**config.mk**
```make
export PLATFORM = sky130hd
export DESIGN_NAME = sa_tile_scheduler
export DESIGN_NICKNAME = d
export VERILOG_FILES = /design/src/rtl/sa_tile_scheduler.sv
export SDC_FILE = /design/constraint.sdc
export NUM_CORES = 2
export LEC_CHECK = 0
export ABC_AREA = 1
export CAP_MARGIN = 20
export CORE_AREA = 5 5 394 396
export CTS_CLUSTER_SIZE = 16
export DETAILED_ROUTE_END_ITERATION = 10
export DIE_AREA = 0 0 399 401
export DONT_BUFFER_PORTS = 1
export GPL_TIMING_DRIVEN = 0
export PLACE_DENSITY = 0.56
export SYNTH_ARGS = -nofsm -noshare
export SYNTH_HDL_FRONTEND = slang
export SYNTH_SLANG_ARGS = --single-unit
```
**constraint.sdc**
```tcl
create_clock -name clk -period 17.1 [get_ports clk]
set_clock_uncertainty 0.05 [all_clocks]
set_input_delay 0 -clock clk [delete_from_list [all_inputs] [get_ports clk]]
set_output_delay 0 -clock clk [all_outputs]
set_load 0.02 [all_outputs]
```
**src/rtl/sa_tile_scheduler.sv**
```systemverilog
// Batch sequencer for a 4x4 int8 systolic array: per tile it fetches A/B rows,
// clears and runs the array, then writes back the four C rows.
module sa_tile_scheduler #(
  parameter int ADDR_BITS  = 16,
  parameter int DATA_BITS  = 32,
  parameter int DATAC_BITS = 128,
  parameter int TIMEOUT    = 64
) (
  input  logic                  clk,
  input  logic                  rst,
  input  logic                  start,
  input  logic [ADDR_BITS-1:0]  num_tiles,
  input  logic [ADDR_BITS-1:0]  a_base,
  input  logic [ADDR_BITS-1:0]  b_base,
  input  logic [ADDR_BITS-1:0]  c_base,
  output logic                  busy_o,
  output logic                  done_o,
  output logic                  err_o,
  output logic                  rd_en,
  output logic [ADDR_BITS-1:0]  rd_addr,
  input  logic [DATA_BITS-1:0]  rd_data,
  output logic [DATA_BITS-1:0]  sa_a0,
  output logic [DATA_BITS-1:0]  sa_a1,
  output logic [DATA_BITS-1:0]  sa_a2,
  output logic [DATA_BITS-1:0]  sa_a3,
  output logic [DATA_BITS-1:0]  sa_b0,
  output logic [DATA_BITS-1:0]  sa_b1,
  output logic [DATA_BITS-1:0]  sa_b2,
  output logic [DATA_BITS-1:0]  sa_b3,
  output logic                  sa_rst_n_o,
  input  logic                  sa_done_i,
  input  logic [DATAC_BITS-1:0] sa_c0,
  input  logic [DATAC_BITS-1:0] sa_c1,
  input  logic [DATAC_BITS-1:0] sa_c2,
  input  logic [DATAC_BITS-1:0] sa_c3,
  output logic                  wr_en,
  output logic [ADDR_BITS-1:0]  wr_addr,
  output logic [DATAC_BITS-1:0] wr_data
);

  // state | meaning
  // IDLE  | waiting for start
  // FETCH | 8 reads (4 A rows, 4 B rows) plus one trailing capture cycle
  // CLEAR | 2 cycles with array held in clear
  // RUN   | array running, waiting for sa_done_i or timeout
  // WRITE | 4 result row writes
  // NEXT  | advance tile counter
  // DONE  | done pulse, busy drops on exit
  typedef enum logic [2:0] {
    S_IDLE, S_FETCH, S_CLEAR, S_RUN, S_WRITE, S_NEXT, S_DONE
  } state_t;

  localparam int WW = $clog2(TIMEOUT) + 1;

  state_t                state_q;
  logic [3:0]            cnt_q;
  logic [WW-1:0]         wcnt_q;
  logic [ADDR_BITS-1:0]  tile_q, off_q, num_q, abase_q, bbase_q, cbase_q;
  logic [DATA_BITS-1:0]  a_q [4];
  logic [DATA_BITS-1:0]  b_q [4];
  logic [DATAC_BITS-1:0] c_q [4];
  logic                  busy_q, done_q, err_q, rd_en_q, sa_rst_n_q, wr_en_q;
  logic [ADDR_BITS-1:0]  rd_addr_q, wr_addr_q;
  logic [DATAC_BITS-1:0] wr_data_q;

  logic [3:0]            nidx_d;
  logic [3:0]            cidx_d;
  logic [ADDR_BITS-1:0]  fetch_addr_d;
  logic [1:0]            wnext_d;

  // Address of the read issued next cycle; off_q holds 4*t.
  assign nidx_d       = cnt_q + 4'd1;
  assign cidx_d       = cnt_q - 4'd1;
  assign fetch_addr_d = (nidx_d < 4'd4) ? abase_q + off_q + ADDR_BITS'(nidx_d[1:0])
                                        : bbase_q + off_q + ADDR_BITS'(nidx_d[1:0]);
  assign wnext_d      = cnt_q[1:0] + 2'd1;

  always_ff @(posedge clk) begin
    if (rst) begin
      state_q    <= S_IDLE;
      cnt_q      <= '0;
      wcnt_q     <= '0;
      tile_q     <= '0;
      off_q      <= '0;
      num_q      <= '0;
      abase_q    <= '0;
      bbase_q    <= '0;
      cbase_q    <= '0;
      for (int i = 0; i < 4; i++) begin
        a_q[i] <= '0;
        b_q[i] <= '0;
        c_q[i] <= '0;
      end
      busy_q     <= 1'b0;
      done_q     <= 1'b0;
      err_q      <= 1'b0;
      rd_en_q    <= 1'b0;
      rd_addr_q  <= '0;
      sa_rst_n_q <= 1'b0;
      wr_en_q    <= 1'b0;
      wr_addr_q  <= '0;
      wr_data_q  <= '0;
    end else begin
      done_q <= 1'b0;
      case (state_q)
        S_IDLE: begin
          if (start) begin
            num_q   <= num_tiles;
            abase_q <= a_base;
            bbase_q <= b_base;
            cbase_q <= c_base;
            err_q   <= 1'b0;
            busy_q  <= 1'b1;
            tile_q  <= '0;
            off_q   <= '0;
            cnt_q   <= '0;
            if (num_tiles == '0) begin
              state_q <= S_DONE;
              done_q  <= 1'b1;
            end else begin
              state_q   <= S_FETCH;
              rd_en_q   <= 1'b1;
              rd_addr_q <= a_base;
            end
          end
        end

        S_FETCH: begin
          // Data for read cnt-1 arrives this cycle.
          if (cnt_q != 4'd0) begin
            if (cidx_d < 4'd4) a_q[cidx_d[1:0]] <= rd_data;
            else               b_q[cidx_d[1:0]] <= rd_data;
          end
          if (cnt_q < 4'd7) begin
            rd_en_q   <= 1'b1;
            rd_addr_q <= fetch_addr_d;
          end else begin
            rd_en_q <= 1'b0;
          end
          if (cnt_q == 4'd8) begin
            state_q <= S_CLEAR;
            cnt_q   <= '0;
          end else begin
            cnt_q <= nidx_d;
          end
        end

        S_CLEAR: begin
          if (cnt_q == 4'd1) begin
            state_q    <= S_RUN;
            sa_rst_n_q <= 1'b1;
            wcnt_q     <= '0;
          end else begin
            cnt_q <= nidx_d;
          end
        end

        S_RUN: begin
          if (sa_done_i) begin
            c_q[0]     <= sa_c0;
            c_q[1]     <= sa_c1;
            c_q[2]     <= sa_c2;
            c_q[3]     <= sa_c3;
            sa_rst_n_q <= 1'b0;
            state_q    <= S_WRITE;
            cnt_q      <= '0;
            wr_en_q    <= 1'b1;
            wr_addr_q  <= cbase_q + off_q;
            wr_data_q  <= sa_c0;
          end else if (wcnt_q == WW'(TIMEOUT - 1)) begin
            err_q      <= 1'b1;
            sa_rst_n_q <= 1'b0;
            state_q    <= S_DONE;
            done_q     <= 1'b1;
          end else begin
            wcnt_q <= wcnt_q + WW'(1);
          end
        end

        S_WRITE: begin
          if (cnt_q == 4'd3) begin
            wr_en_q <= 1'b0;
            state_q <= S_NEXT;
          end else begin
            wr_addr_q <= cbase_q + off_q + ADDR_BITS'(wnext_d);
            wr_data_q <= c_q[wnext_d];
            cnt_q     <= nidx_d;
          end
        end

        S_NEXT: begin
          tile_q <= tile_q + ADDR_BITS'(1);
          off_q  <= off_q + ADDR_BITS'(4);
          if (tile_q + ADDR_BITS'(1) == num_q) begin
            state_q <= S_DONE;
            done_q  <= 1'b1;
          end else begin
            state_q   <= S_FETCH;
            cnt_q     <= '0;
            rd_en_q   <= 1'b1;
            rd_addr_q <= abase_q + off_q + ADDR_BITS'(4);
          end
        end

        S_DONE: begin
          busy_q  <= 1'b0;
          state_q <= S_IDLE;
        end

        default: state_q <= S_IDLE;
      endcase
    end
  end

  assign busy_o     = busy_q;
  assign done_o     = done_q;
  assign err_o      = err_q;
  assign rd_en      = rd_en_q;
  assign rd_addr    = rd_addr_q;
  assign sa_rst_n_o = sa_rst_n_q;
  assign wr_en      = wr_en_q;
  assign wr_addr    = wr_addr_q;
  assign wr_data    = wr_data_q;
  assign sa_a0 = a_q[0];
  assign sa_a1 = a_q[1];
  assign sa_a2 = a_q[2];
  assign sa_a3 = a_q[3];
  assign sa_b0 = b_q[0];
  assign sa_b1 = b_q[1];
  assign sa_b2 = b_q[2];
  assign sa_b3 = b_q[3];

endmodule

```
==> metrics.json <==
{
  "status": {"value": "complete, no violations"},
  "die_w": {"value": 399, "unit": "um"},
  "setup_repair_after_global_routing_missed_its_margin": {"value": "false"},
  "placed_area": {"value": 0.0504, "unit": "mm2"},
  "ys.flop_type": {"value": "edfxtp_1"},
  "grt_antenna_before_repair": {"value": 72},
  "p_sw": {"value": 3.10, "unit": "mW"},
  "tritoncts": {"value": "done"},
  "post_syn_nets": {"value": 5923},
  "grt_pass1_wl": {"value": 307000, "unit": "um"},
  "netSwitchingFraction": {"value": 0.371},
  "ctsHtreeMaxLevel": {"value": 3},
  "drt_pass_1_iters": {"value": 6},
  "clock_insertion_delay_worst_skew": {"value": 0.73, "unit": "ns"},
  "fmaxAchievable": {"value": 140, "unit": "MHz"},
  "critPathCapture": {"value": "a_q[3][3]"},
  "detail-route-antenna-nets": {"value": 0},
  "post_cts.resized_instances": {"value": 0},
  "layout.core_utilization": {"value": 0.433},
  "hold_violations": {"value": 0},
  "top_level_ports": {"value": 1034},
  "first_global_vias": {"value": 44092},
  "cell_internal_pwr": {"value": 5.27, "unit": "mW"},
  "worst-endpoint-required": {"value": 17.50, "unit": "ns"},
  "area_growth": {"value": 38.5, "unit": "%"},
  "clock_power_share": {"value": 0.311},
  "cap_violations": {"value": 0},
  "power_frac_comb": {"value": 0.286},
  "mostFrequentLayoutCell": {"value": "nor2_1"},
  "r2r_start": {"value": "cnt_q[0]"},
  "totalWireLength": {"value": 221000, "unit": "um"},
  "hpwlAfterDp": {"value": 163000, "unit": "um"},
  "initial_core_util": {"value": 0.313},
  "drive_above_1_share": {"value": 0.0414},
  "tightestPinTransition": {"value": 1.17, "unit": "ns"},
  "layout.filler_cells": {"value": 14194},
  "groute.usage.overall": {"value": 0.264},
  "fin_crit": {"value": 7.16, "unit": "ns"},
  "synth_edf_count": {"value": 768},
  "cts_root_buffer": {"value": "clkbuf_16"},
  "grt_start_max_net_pins": {"value": 71},
  "worstPathArrival": {"value": 7.56, "unit": "ns"},
  "library_cells_used_by_synthesis": {"value": 53},
  "core_area": {"value": 0.151, "unit": "mm2"},
  "max-clock-path-buffers": {"value": 3},
  "hold_start": {"value": "sa_c3[62]"},
  "leakagePower": {"value": 27.4, "unit": "nW"},
  "worst_hold_path_type": {"value": "in -> reg"},
  "gp_congestion": {"value": 0.978},
  "timing.reg2reg.worst_path_depth": {"value": 12},
  "seqPwrFrac": {"value": 0.403},
  "multi_input_gate_area": {"value": 0.0149, "unit": "mm2"},
  "nets": {"value": 7164},
  "count_of_input_and_output_buffers": {"value": 0},
  "final-setup-viol-count": {"value": 0},
  "final_min_period_over_clock_period": {"value": 0.418},
  "crit_type": {"value": "reg -> reg"},
  "worstSetupEndpointType": {"value": "register"},
  "regToRegEndpoint": {"value": "a_q[3][3]"},
  "combined_flip_flop_and_latch_cell_area": {"value": 0.0285, "unit": "mm2"},
  "synthesis.yosys.warnings": {"value": 0},
  "synth-seq-cells": {"value": 1042},
  "average_vias_per_placed_instance": {"value": 5.12},
  "ir_drop": {"value": 0.0988, "unit": "mV"},
  "post-route-worst-setup-slack": {"value": 9.94, "unit": "ns"},
  "postSynthCellCount": {"value": 5240},
  "first_iter_violations": {"value": 5107},
  "design.die.area": {"value": 0.160, "unit": "mm2"},
  "layout.cells.most_common_list": {"value": "nor2_1 (1344), dlygate4sd3_1 (1101), edfxtp_1 (768), inv_1 (716), o21ai_0 (636)"},
  "syn-cell-area": {"value": 0.0473, "unit": "mm2"},
  "fin_area": {"value": 0.0655, "unit": "mm2"},
  "ys_async_sr_fraction": {"value": 0},
  "drt_drc_violations_left": {"value": 0},
  "worst-path-max-fanout": {"value": 17},
  "num_vias": {"value": 44334},
  "rrSetupSlack": {"value": 9.94, "unit": "ns"},
  "fin_total_pwr": {"value": 8.37, "unit": "mW"},
  "wl_per_cell": {"value": 25.5, "unit": "um"},
  "crit_path_start_kind": {"value": "register"},
  "setup_slack_at_placement": {"value": 9.79, "unit": "ns"},
  "fp-row-count": {"value": 143},
  "synth_seq_area_share": {"value": 0.604},
  "global_route.overflow_total": {"value": 0},
  "p_per_area": {"value": 128, "unit": "mW/mm2"},
  "die_y": {"value": 401, "unit": "um"},
  "per_instance_average_area_after_synthesis": {"value": 9.02, "unit": "um2"},
  "worst_relative_slew_slack": {"value": 0.219},
  "worst_setup_path_start": {"value": "cnt_q[0]"},
  "report.final.slew_viol_count": {"value": 0},
  "numCtsBuffers": {"value": 114},
  "path_clk_slew": {"value": 0.06, "unit": "ns"},
  "cts_sinks": {"value": 1042}
}
[state kept, by name, summed over array words and instances, names as in the netlist, 3 cells and up]
name	cells
c_q	512
a_q	128
b_q	128
wr_data	128
abase_q	16
bbase_q	16
cbase_q	16
num_q	16
rd_addr	16
tile_q	16
wr_addr	16
off_q	14
wcnt_q	7
cnt_q	4
state_q	3
[critical path, stage by stage, from the launching register on]
cell and delay (ns):
dfxtp_1 0.48, inv_1 0.55, clkbuf_2 0.66, clkbuf_1 0.92, ha_1 0.79, inv_1 0.72, clkbuf_1 0.36, buf_8 0.22
clkbuf_1 0.55, nand2_1 0.28, o31ai_4 0.70, buf_8 0.25, buf_8 0.21
[per-stage QoR]
stage                     std cells  hold WS [ns]   TNS, ns
after floorplan                5240        0.0849         0
after global routing           8635        0.0241         0
after global placement         7270        0.0908  -1704.43
after CTS                      8607       0.00121         0
after detailed placement       7294        0.0955         0
final                          8661        0.0721         0
[layer usage]
layer | routed length, um | track usage | vias up
met5 | 184 | 0 | -
met4 | 14500 | 0.150 | 32
met3 | 21400 | 0.0702 | 673
met2 | 101000 | 0.428 | 2579
met1 | 84000 | 0.317 | 21232
li1 | - | - | 19818
[synth_stat cells, drive strengths merged (7+ instances only)]
| library cell | n | share of area |
|---|---|---|
| buf | 33 | 0.0036 |
| o21bai | 8 | 0.0014 |
| inv | 722 | 0.057 |
| dfxtp | 274 | 0.12 |
| clkbuf | 253 | 0.020 |
| xnor2 | 12 | 0.0022 |
| nand3 | 132 | 0.014 |
| nand4 | 34 | 0.0049 |
| a21oi | 261 | 0.028 |
| nand2 | 425 | 0.034 |
| o22ai | 129 | 0.017 |
| o21ai | 639 | 0.068 |
| edfxtp | 768 | 0.49 |
| nor2 | 1358 | 0.11 |
| nor3 | 42 | 0.0050 |
| xor2 | 28 | 0.0052 |
| ha | 68 | 0.018 |
| o211ai | 7 | 0.0011 |
[cell type report]
cell class | instances | share of cell area
Sequential cell | 1042 | 0.436
Multi-Input combinational cell | 3187 | 0.228
Timing Repair Buffer | 1125 | 0.176
Clock buffer | 148 | 0.0469
Inverter | 725 | 0.0416
Tap cell | 2030 | 0.0388
Buffer | 286 | 0.0173
Clock inverter | 64 | 0.0131
Antenna cell | 54 | 0.00206
[power groups by stage]
| stage | sequential [mW] | clock [mW] | combinational (mW) |
|---|---|---|---|
| after floorplan | 3.35 | 0 | 1.26 |
| after global placement | 3.50 | 0 | 2.03 |
| after detailed placement | 3.42 | 0 | 2.08 |
| after CTS | 3.37 | 2.64 | 2.35 |
| after global routing | 3.39 | 2.74 | 2.59 |
| final | 3.37 | 2.61 | 2.40 |
[logic make-up after synthesis]
family | synth area share
adder cells (fa/ha/maj) | 0.0193
flip-flops | 0.604
AND/OR/NAND/NOR | 0.169
XOR/XNOR | 0.00789
AO/OA/AOI/OAI | 0.118
buffers and inverters | 0.0813
other | 0.0000793
[worst min path at each step]
stage | slack [ns] | cells after the start | endpoint
floorplan | 0.08 | 2 | bbase_q[0]
global placement | 0.09 | 2 | bbase_q[0]
detailed placement | 0.1 | 2 | abase_q[3]
CTS | 0.001 | 3 | c_q[3][62]
global route | 0.02 | 3 | c_q[0][52]
finish | 0.07 | 3 | c_q[3][62]
[repair_timing]
action                                 4_1_cts  5_1_grt
buffers inserted                             0        0
endpoints found under the hold margin     1013        0
hold buffers                              1101        0
(Power assumes the default switching activity.)
